[config.mk]
export PLATFORM = sky130hd
export DESIGN_NAME = lm75_temp_to_bcd
export DESIGN_NICKNAME = d
export VERILOG_FILES = /design/src/rtl/lm75_temp_to_bcd.sv
export SDC_FILE = /design/constraint.sdc
export NUM_CORES = 1
export LEC_CHECK = 0
export ABC_AREA = 1
export CORE_MARGIN = 2
export CORE_UTILIZATION = 60
export CTS_BUF_LIST = sky130_fd_sc_hd__clkbuf_8
export CTS_CLUSTER_DIAMETER = 100
export DETAILED_ROUTE_END_ITERATION = 8
export PLACE_DENSITY_LB_ADDON = 0.2
export SLEW_MARGIN = 40
export SYNTH_ARGS = -nofsm -noshare
export SYNTH_HDL_FRONTEND = slang
export SYNTH_SLANG_ARGS = --single-unit
export TNS_END_PERCENT = 1
[constraint.sdc]
create_clock -name clk -period 3.46 [get_ports clk]
set_input_delay 1.038 -clock clk [delete_from_list [all_inputs] [get_ports clk]]
set_output_delay 1.038 -clock clk [all_outputs]
set_load 0.05 [all_outputs]
[src/rtl/lm75_temp_to_bcd.sv]
// LM75 9-bit temperature word to sign/hundreds/tens/ones/tenths digit codes.
// Iterative double-dabble conversion, one bit per clock, fixed 9-clock latency.
module lm75_temp_to_bcd #(
   parameter bit BLANK_LEAD = 1'b1
) (
   input  logic       clk,
   input  logic       rst,
   input  logic       start,
   input  logic [8:0] temp_raw,
   output logic       busy,
   output logic       done,
   output logic [3:0] dig_sign,
   output logic [3:0] dig_hund,
   output logic [3:0] dig_tens,
   output logic [3:0] dig_ones,
   output logic [3:0] dig_frac
);

   typedef enum logic [1:0] {IDLE, SHIFT, DONE} state_t;

   state_t      state, state_n;
   logic [8:0]  mag;
   logic [7:0]  bin;
   logic [11:0] bcd;
   logic [11:0] bcd_adj;
   logic [2:0]  cnt;
   logic        neg;
   logic        frac;
   logic        hund_z;
   logic        tens_z;
   logic [3:0]  hund_d;
   logic [3:0]  tens_d;

   function automatic logic [3:0] add3(input logic [3:0] n);
      return (n >= 4'd5) ? n + 4'd3 : n;
   endfunction

   // 0x100 negates to itself, which read unsigned is the wanted 256
   assign mag     = temp_raw[8] ? (~temp_raw + 9'd1) : temp_raw;
   assign bcd_adj = {add3(bcd[11:8]), add3(bcd[7:4]), add3(bcd[3:0])};
   assign hund_z  = (bcd[11:8] == 4'd0);
   assign tens_z  = hund_z && (bcd[7:4] == 4'd0);
   assign hund_d  = (BLANK_LEAD && hund_z) ? 4'hF : bcd[11:8];
   assign tens_d  = (BLANK_LEAD && tens_z) ? 4'hF : bcd[7:4];

   always_ff @(posedge clk or posedge rst) begin
      if (rst) state <= IDLE;
      else     state <= state_n;
   end

   always_comb begin
      state_n = state;
      unique case (state)
         IDLE:    if (start) state_n = SHIFT;
         SHIFT:   if (cnt == 3'd7) state_n = DONE;
         DONE:    state_n = IDLE;
         default: state_n = IDLE;
      endcase
   end

   always_ff @(posedge clk or posedge rst) begin
      if (rst) begin
         bin      <= '0;
         bcd      <= '0;
         cnt      <= '0;
         neg      <= 1'b0;
         frac     <= 1'b0;
         busy     <= 1'b0;
         done     <= 1'b0;
         dig_sign <= 4'hF;
         dig_hund <= 4'hF;
         dig_tens <= 4'hF;
         dig_ones <= 4'hF;
         dig_frac <= 4'hF;
      end else begin
         done <= 1'b0;
         case (state)
            IDLE: begin
               if (start) begin
                  bin  <= mag[8:1];
                  frac <= mag[0];
                  neg  <= temp_raw[8];
                  bcd  <= '0;
                  cnt  <= '0;
                  busy <= 1'b1;
               end
            end
            SHIFT: begin
               {bcd, bin} <= {bcd_adj[10:0], bin, 1'b0};
               cnt        <= cnt + 3'd1;
            end
            DONE: begin
               dig_sign <= neg ? 4'hA : 4'hF;
               dig_hund <= hund_d;
               dig_tens <= tens_d;
               dig_ones <= bcd[3:0];
               dig_frac <= frac ? 4'd5 : 4'd0;
               done     <= 1'b1;
               busy     <= 1'b0;
            end
            default: ;
         endcase
      end
   end

endmodule

== After elaboration in Yosys (flattened, before gate mapping) ==
Cells that the tools add are included.

* Eq/ne operators: 5
* Add/sub/neg operators: 5
* Order comparisons: 3
* Bitwise logic cells: 1
* Reduce and logical (&&, ||, !) cells: 10
* Mux-type cells: 20

{| class="wikitable"
|+ Operators with widths
! operator !! number
|-
| 12-bit one-hot mux with 2 select lines || 1
|-
| 4-bit 2-to-1 mux || 4
|-
| 8-bit one-hot mux with 2 select lines || 1
|-
| 4-bit by 3-bit greater-or-equal comparator with 1-bit output (second input constant) || 3
|-
| 12-bit 2-to-1 mux || 1
|-
| 3-bit 2-to-1 mux || 4
|-
| 9-bit by 1-bit adder with 9-bit output (second input constant) || 1
|-
| 9-bit 2-to-1 mux || 1
|-
| 9-bit NOT || 1
|-
| 4-bit by 2-bit adder with 4-bit output (second input constant) || 2
|-
| 4-bit logical NOT || 2
|-
| 8-bit 2-to-1 mux || 1
|-
| 2-bit AND reduction || 4
|-
| 3-bit one-hot mux with 2 select lines || 1
|-
| 2-bit 2-to-1 mux || 2
|-
| 2-bit != test (second input constant) || 2
|-
| 2-bit one-hot mux with 2 select lines || 1
|-
| 2-bit nonzero test || 2
|-
| 3-bit by 1-bit adder with 3-bit output (second input constant) || 1
|-
| 3-bit by 2-bit adder with 3-bit output (second input constant) || 1
|-
| 3-bit == test (second input constant) || 1
|-
| 2-bit by 1-bit == test with 1-bit output (second input constant) || 1
|-
| 2-bit == test (second input constant) || 1
|-
| 2-bit logical NOT || 1
|-
| 3 further kinds || 4
|}

* Register bits after elaboration: 49
* Logic and storage cells: 57
* Output and inout bits: 22
* Input bits: 12

== Depth between registers and ports, before layout ==
Gate-level depths: netlist of the first run.

* Word-level depth: 5
* Gate-level depth with buffers: 9
* Gate-level depth less buffers: 9

== Least setup slack after synthesis of the first run ==
OpenSTA, ideal clock, no wires.

* Path kind: reg2out
* From: reg dig_frac[2]
* To: out dig_frac[2]
* Buffers on the path: 1
* Required time: 2,422 ps
* Arrival time: 928 ps
* Cell stages (with the launch flop): 2
* Setup slack: 1,494 ps
* Cell sequence: dfstp_2 -> buf_4

{| class="wikitable"
|+ RTL lines
! what !! line !! source
|-
| start, declared || 16 || <nowiki>output logic [3:0] dig_frac</nowiki>
|-
| start signal, assigned || 97 || <nowiki>dig_frac <= frac ? 4'd5 : 4'd0;</nowiki>
|}

No word-level cell between the ends.

== Worst setup path after layout of the first run ==
* From: reg dig_hund[2]
* To: out dig_hund[2]

{| class="wikitable"
|+ RTL lines
! what !! line !! source
|-
| start, declared || 13 || <nowiki>output logic [3:0] dig_hund,</nowiki>
|-
| start signal, assigned || 94 || <nowiki>dig_hund <= hund_d;</nowiki>
|}

No word-level cell between the ends.

==> results.json, run 1 <==
{
  "setup_viol": 0,
  "yosysTopAreaCell": "dfrtp_1",
  "maxSlewViolCount": 0,
  "cts.path.max_buffers": 2,
  "crit_type": "flop to output pin",
  "drc": 0,
  "gp_congestion": 0.841,
  "netSwitchingPower_mw": 1.11,
  "rsz0062_at_grt": "no",
  "hold_slack_ns": 0.422,
  "layout_min_cycle_time_ns": 2.67,
  "cp_cell_sequence": "clkdlybuf4s50_1",
  "r2r-start": "state[0]",
  "nets": 312,
  "postCtsSetupBuffers": 0,
  "yosysSeqAreaShare": 0.503,
  "cp.required_ns": 2.42,
  "synth_edf_count": 0,
  "clock_skew_ns": 0.00684,
  "grt_use_total": 0.220,
  "first_global_vias": 1700,
  "p_leak_nw": 1.25,
  "numPortBuffers": 31,
  "ioPinCount": 34,
  "worst-r2r-cell-count": 6,
  "grt_busiest_layer": "met2",
  "p_int_mw": 1.37,
  "ant_nets": 0,
  "drive_gt1_frac": 0.117,
  "crit_end": "dig_hund[2]",
  "clk_pin_slew_worst_paths_ns": 0.07,
  "ctsResizeCount": 0,
  "cts_tree": "done",
  "status": "complete, no violations",
  "antenna_cells": 0,
  "worstPathMaxFanout": 2,
  "ir_drop_v": 0.000383,
  "grt_max_degree": 45,
  "pwr_density_cell_nw_per_um2": 946,
  "synth_area_leaders": "dfrtp_1 33%, dfstp_2 18%, nand2_1 9.3%, ha_1 5.6%, o21ai_1 5.2%",
  "synth_cell_types": 28,
  "rows": 22,
  "place_area_um2": 2530,
  "antenna_found_initial": 0,
  "cp_num_cells": 1,
  "crit_start": "dig_hund[2]",
  "area_growth_pct": 17.9,
  "wirelength_mm": 3.99,
  "critical_path.top_delay_family": "buffers and inverters",
  "vias": 1760,
  "pwr-share-comb": 0.505,
  "synth_area_um2": 2220,
  "dieHeight_um": 64.9,
  "final_cells": 339,
  "dieArea_um2": 4210,
  "met1_usage": 0.279,
  "cts.htree.levels": 2,
  "ys_ff_latch": 44,
  "grt_use_met3": 0.0469,
  "insertion_delay_ns": 0.29,
  "tns_ns": 0,
  "core_um2": 3610,
  "cts_buffers": 5,
  "hold_viol": 0,
  "grtUsageMet2": 0.362,
  "dpl.cell_count": 331,
  "critPathBufInv": 1,
  "dr.first_iter.drc_count": 127,
  "synth_top_area_share": 0.326,
  "async_flop_share": 1.00,
  "synthTopCellsByCount": "55 x nand2_1, 29 x dfrtp_1, 28 x inv_1",
  "arrival_ns": 1.64,
  "first_pass_iters": 4,
  "tightest_slew_ns": 0.807,
  "start_kind": "flop",
  "yosysWarnings": 0,
  "clock-root-buffer": "clkbuf_8",
  "seqPwrFrac": 0.368,
  "ff2ff_setup_slack_ns": 1.75,
  "synth_most_common_cell": "nand2_1",
  "syn_inst": 261,
  "netSwitchingFraction": 0.446,
  "stdcell_area_um2": 2620,
  "endpoint_kind": "output pin",
  "p_clk_frac": 0.128,
  "critPathMaxStageDelay_ns": 0.80,
  "slew_headroom": 0.461,
  "hpwl_mm": 2.89,
  "initial_core_util": 0.617,
  "min_period_over_period": 0.773,
  "die_w_um": 64.9,
  "synth_flop_cell": "dfrtp_1",
  "globalRoute.totalOverflow": 0,
  "vias_per_cell": 5.19,
  "wl_per_cell_um": 11.8,
  "cpMaxStageDelayCell": "clkdlybuf4s50_1",
  "syn_avg_cell_area_um2": 8.52,
  "clkSinkCount": 44,
  "fmax_mhz": 374,
  "drv_cap": 0,
  "fillers": 290,
  "grt_pass1_wl_mm": 7.08,
  "worstReg2RegEnd": "bcd[8]",
  "ctsHoldBuffers": 0,
  "holdCritPathClass": "flop to flop"
}
## registers in the layout (all words and copies together) (netlist names)
name and flops:
neg 1, frac 1, dig_ones 4, bcd 12
dig_frac 2, state 2, bin 8, busy 1
done 1, dig_tens 4, cnt 3, dig_sign 1
dig_hund 4
## per-stage QoR
stage	util	setup WS [ns]	total power, mW
2_1_floorplan	-	1.42	1.87
3_3_place_gp	0.702	1.10	2.13
3_5_place_dp	0.702	1.08	2.17
4_1_cts	0.727	0.770	2.50
5_1_grt	0.727	0.744	2.69
6_report	0.727	0.787	2.48
## routing by layer
metal  up-vias  wire length, um
li1        904                -
met1       808             1860
met3         7              160
met2        41             1910
met4         0               66
met5         -                0
## power by group through the flow
stage,combinational (mW),sequential [mW],clock (mW)
final,1.25,0.912,0.317
after detailed placement,1.25,0.920,0
after global routing,1.40,0.939,0.351
after floorplan,0.716,1.16,0
after CTS,1.26,0.913,0.326
after global placement,1.23,0.909,0
## worst min path at each step
stage,end,depth (start not counted),start
floorplan,dig_sign[0],1,neg
global placement,dig_sign[0],1,neg
detailed placement,dig_sign[0],1,neg
CTS,dig_sign[0],1,neg
global route,dig_sign[0],1,neg
finish,dig_sign[0],1,neg
## layout make-up
class,count,area (um^2),area share
multi-input cells,172,896,0.342
inverters,33,124,0.0472
repair buffers,34,333,0.127
flip-flops and latches,44,1120,0.427
clock inverters,2,7.51,0.00286
clock buffers,6,82.6,0.0315
well taps,48,60.1,0.0229
## placed cells by master (no fill, tap or decap), types with 2 or more instances in the layout
cell,n
inv_2,5
inv_1,30
nor2_2,2
clkdlybuf4s50_1,31
a21oi_1,7
clkbuf_8,6
ha_1,10
a31oi_1,8
a22oi_1,5
a22o_1,2
buf_4,3
nand3_1,19
o21ai_1,23
nor2_1,23
nand2_1,55
conb_1,2
dfrtp_1,29
o21ai_0,7
dfstp_2,15
## cells by family after synthesis
logic type | after synthesis | share of synthesized area
simple gates | 103 | 0.193
buf+inv | 46 | 0.0956
xor+xnor | 1 | 0.00394
other cells | 1 | 0.00169
compound gates | 56 | 0.146
flops | 44 | 0.503
fa+ha+maj | 10 | 0.0562
(Power assumes the default switching activity.)
==> run 2, diff against run 1 <==
--- a/config.mk
+++ b/config.mk
@@ -7,7 +7,7 @@
 export LEC_CHECK = 0
 export ABC_AREA = 1
 export CORE_MARGIN = 2
-export CORE_UTILIZATION = 60
+export CORE_UTILIZATION = 50
 export CTS_BUF_LIST = sky130_fd_sc_hd__clkbuf_8
 export CTS_CLUSTER_DIAMETER = 100
 export DETAILED_ROUTE_END_ITERATION = 8
==> constraint.sdc (replaced) <==
create_clock -name clk -period 2.3 [get_ports clk]
set_input_delay 0.69 -clock clk [delete_from_list [all_inputs] [get_ports clk]]
set_output_delay 0.69 -clock clk [all_outputs]
set_load 0.05 [all_outputs]
==> run 2 against run 1 <==
Net effect:
- hold slack barely moved
- sequential power rose by 50%
- worst setup slack got worse by 0.62 ns
- power rose by 50%
- cell area fell by 0.57%
- utilization fell by 12 points
- count of clock-buffer cells in the layout fell by 1
- die area rose by 19%
==> results.json, run 2 (same netlist as run 1, synthesis figures left out) <==
{
  "fmax_mhz": 469,
  "ctsHoldBuffers": 0,
  "ff2ff_setup_slack_ns": 0.83,
  "clock_skew_ns": 0.0102,
  "layout_min_cycle_time_ns": 2.13,
  "final_cells": 345,
  "drive_gt1_frac": 0.191,
  "clk_pin_slew_worst_paths_ns": 0.08,
  "first_global_vias": 1743,
  "vias_per_cell": 5.12,
  "critPathBufInv": 1,
  "grt_max_degree": 45,
  "holdCritPathClass": "flop to flop",
  "cts.htree.levels": 2,
  "min_path_cells": 1,
  "grt_use_total": 0.188,
  "cp.required_ns": 1.61,
  "cp_cell_sequence": "clkdlybuf4s50_1",
  "initial_core_util": 0.514,
  "wirelength_mm": 4.19,
  "setup_viol": 0,
  "mostFrequentLayoutCell": "nand2_1",
  "crit_type": "flop to output pin",
  "endpoint_kind": "output pin",
  "dieHeight_um": 70.7,
  "largest-register": "bcd",
  "cpMaxStageDelayCell": "clkdlybuf4s50_1",
  "grt_pass1_wl_mm": 7.50,
  "cts_tree": "done",
  "ctsResizeCount": 0,
  "r2r-start": "state[0]",
  "start_kind": "flop",
  "slew_headroom": 0.636,
  "drc": 0,
  "tns_ns": 0,
  "worstPathMaxFanout": 2,
  "arrival_ns": 1.44,
  "antenna_cells": 0,
  "postCtsSetupBuffers": 0,
  "ir_drop_v": 0.000506,
  "cts.path.max_buffers": 2,
  "cts_buffers": 5,
  "ioPinCount": 34,
  "tightest_slew_ns": 0.545,
  "rows": 24,
  "maxSlewViolCount": 0,
  "rsz0062_at_grt": "no",
  "largest_reg_flops": 12,
  "top_regs": "bcd: 12 flops, bin: 8 flops",
  "vias": 1765,
  "numPortBuffers": 31,
  "antenna_found_initial": 0,
  "nets": 314,
  "area_growth_pct": 17.2,
  "p_leak_nw": 1.28,
  "die_w_um": 70.7,
  "ant_nets": 0,
  "min_period_over_period": 0.928,
  "wl_per_cell_um": 12.1,
  "clkSinkCount": 44,
  "dieArea_um2": 5000,
  "gp_congestion": 0.839,
  "drv_cap": 0,
  "clock-root-buffer": "clkbuf_8",
  "layout_common_cells": "55 x nand2_1, 29 x dfrtp_1, 28 x inv_1",
  "hold_viol": 0,
  "min-delay-start": "neg",
  "dr.first_iter.drc_count": 114,
  "critPathMaxStageDelay_ns": 0.80,
  "hold_end": "dig_sign[0]",
  "pwr_density_cell_nw_per_um2": 1430,
  "critical_path.top_delay_family": "buffers and inverters",
  "worstReg2RegEnd": "bcd[8]",
  "globalRoute.totalOverflow": 0,
  "hold_slack_ns": 0.422,
  "worst-r2r-cell-count": 6,
  "status": "complete, no violations",
  "dpl.cell_count": 337,
  "hpwl_mm": 3.00,
  "first_pass_iters": 5,
  "core_um2": 4320,
  "insertion_delay_ns": 0.30
}
==> run 2: cell type report <==
class                      count  area (um^2)
clock buffer                   5         68.8
inverter                      33          124
sequential                    44         1120
clock inverter                 3         18.8
multi-input combinational    172          896
timing repair buffer          36          315
tap                           52         65.1
fill                         399         1720
==> run 2: stage by stage <==
stage | setup slack, ns | utilization | instance area [um^2] | power, mW
after floorplan | 0.604 | - | 2230 | 2.82
after global routing | 0.110 | 0.603 | 2610 | 4.03
final | 0.166 | 0.603 | 2610 | 3.72
after detailed placement | 0.254 | 0.583 | 2520 | 3.26
after global placement | 0.307 | 0.583 | 2520 | 3.21
after CTS | 0.157 | 0.603 | 2610 | 3.75
==> run 2: power breakdown <==
| group | switching [mW] | internal (mW) | total [mW] |
|---|---|---|---|
| Sequential | 0.208 | 1.16 | 1.37 |
| Combinational | 1.22 | 0.644 | 1.86 |
| Clock | 0.270 | 0.212 | 0.482 |
==> run 2: worst max-delay path by stage <==
stage	endpoint	from	cells after the start	slack [ns]
after global placement	bin[5]	start	6	0.31
after floorplan	bcd[0]	rst	1	0.60
after global routing	busy	busy	1	0.11
after CTS	busy	busy	1	0.16
after detailed placement	bin[5]	start	6	0.25
final	busy	busy	1	0.17
==> run 2: worst register-to-register path, cell delays in order (launching register included) <==
cell and delay (ns):
dfrtp_1 0.44, inv_2 0.07, nor2_2 0.43, inv_2 0.17, a21oi_2 0.13, nand3_1 0.08, o21ai_1 0.08
==> run 2: layer usage <==
metal  vias to the layer above  GRT usage  wire, um
met4                         0     0.0901        87
met1                       817      0.234      2000
met2                        29      0.314      1980
met5                         -          0         0
met3                         7     0.0370       119
li1                        912          -         -
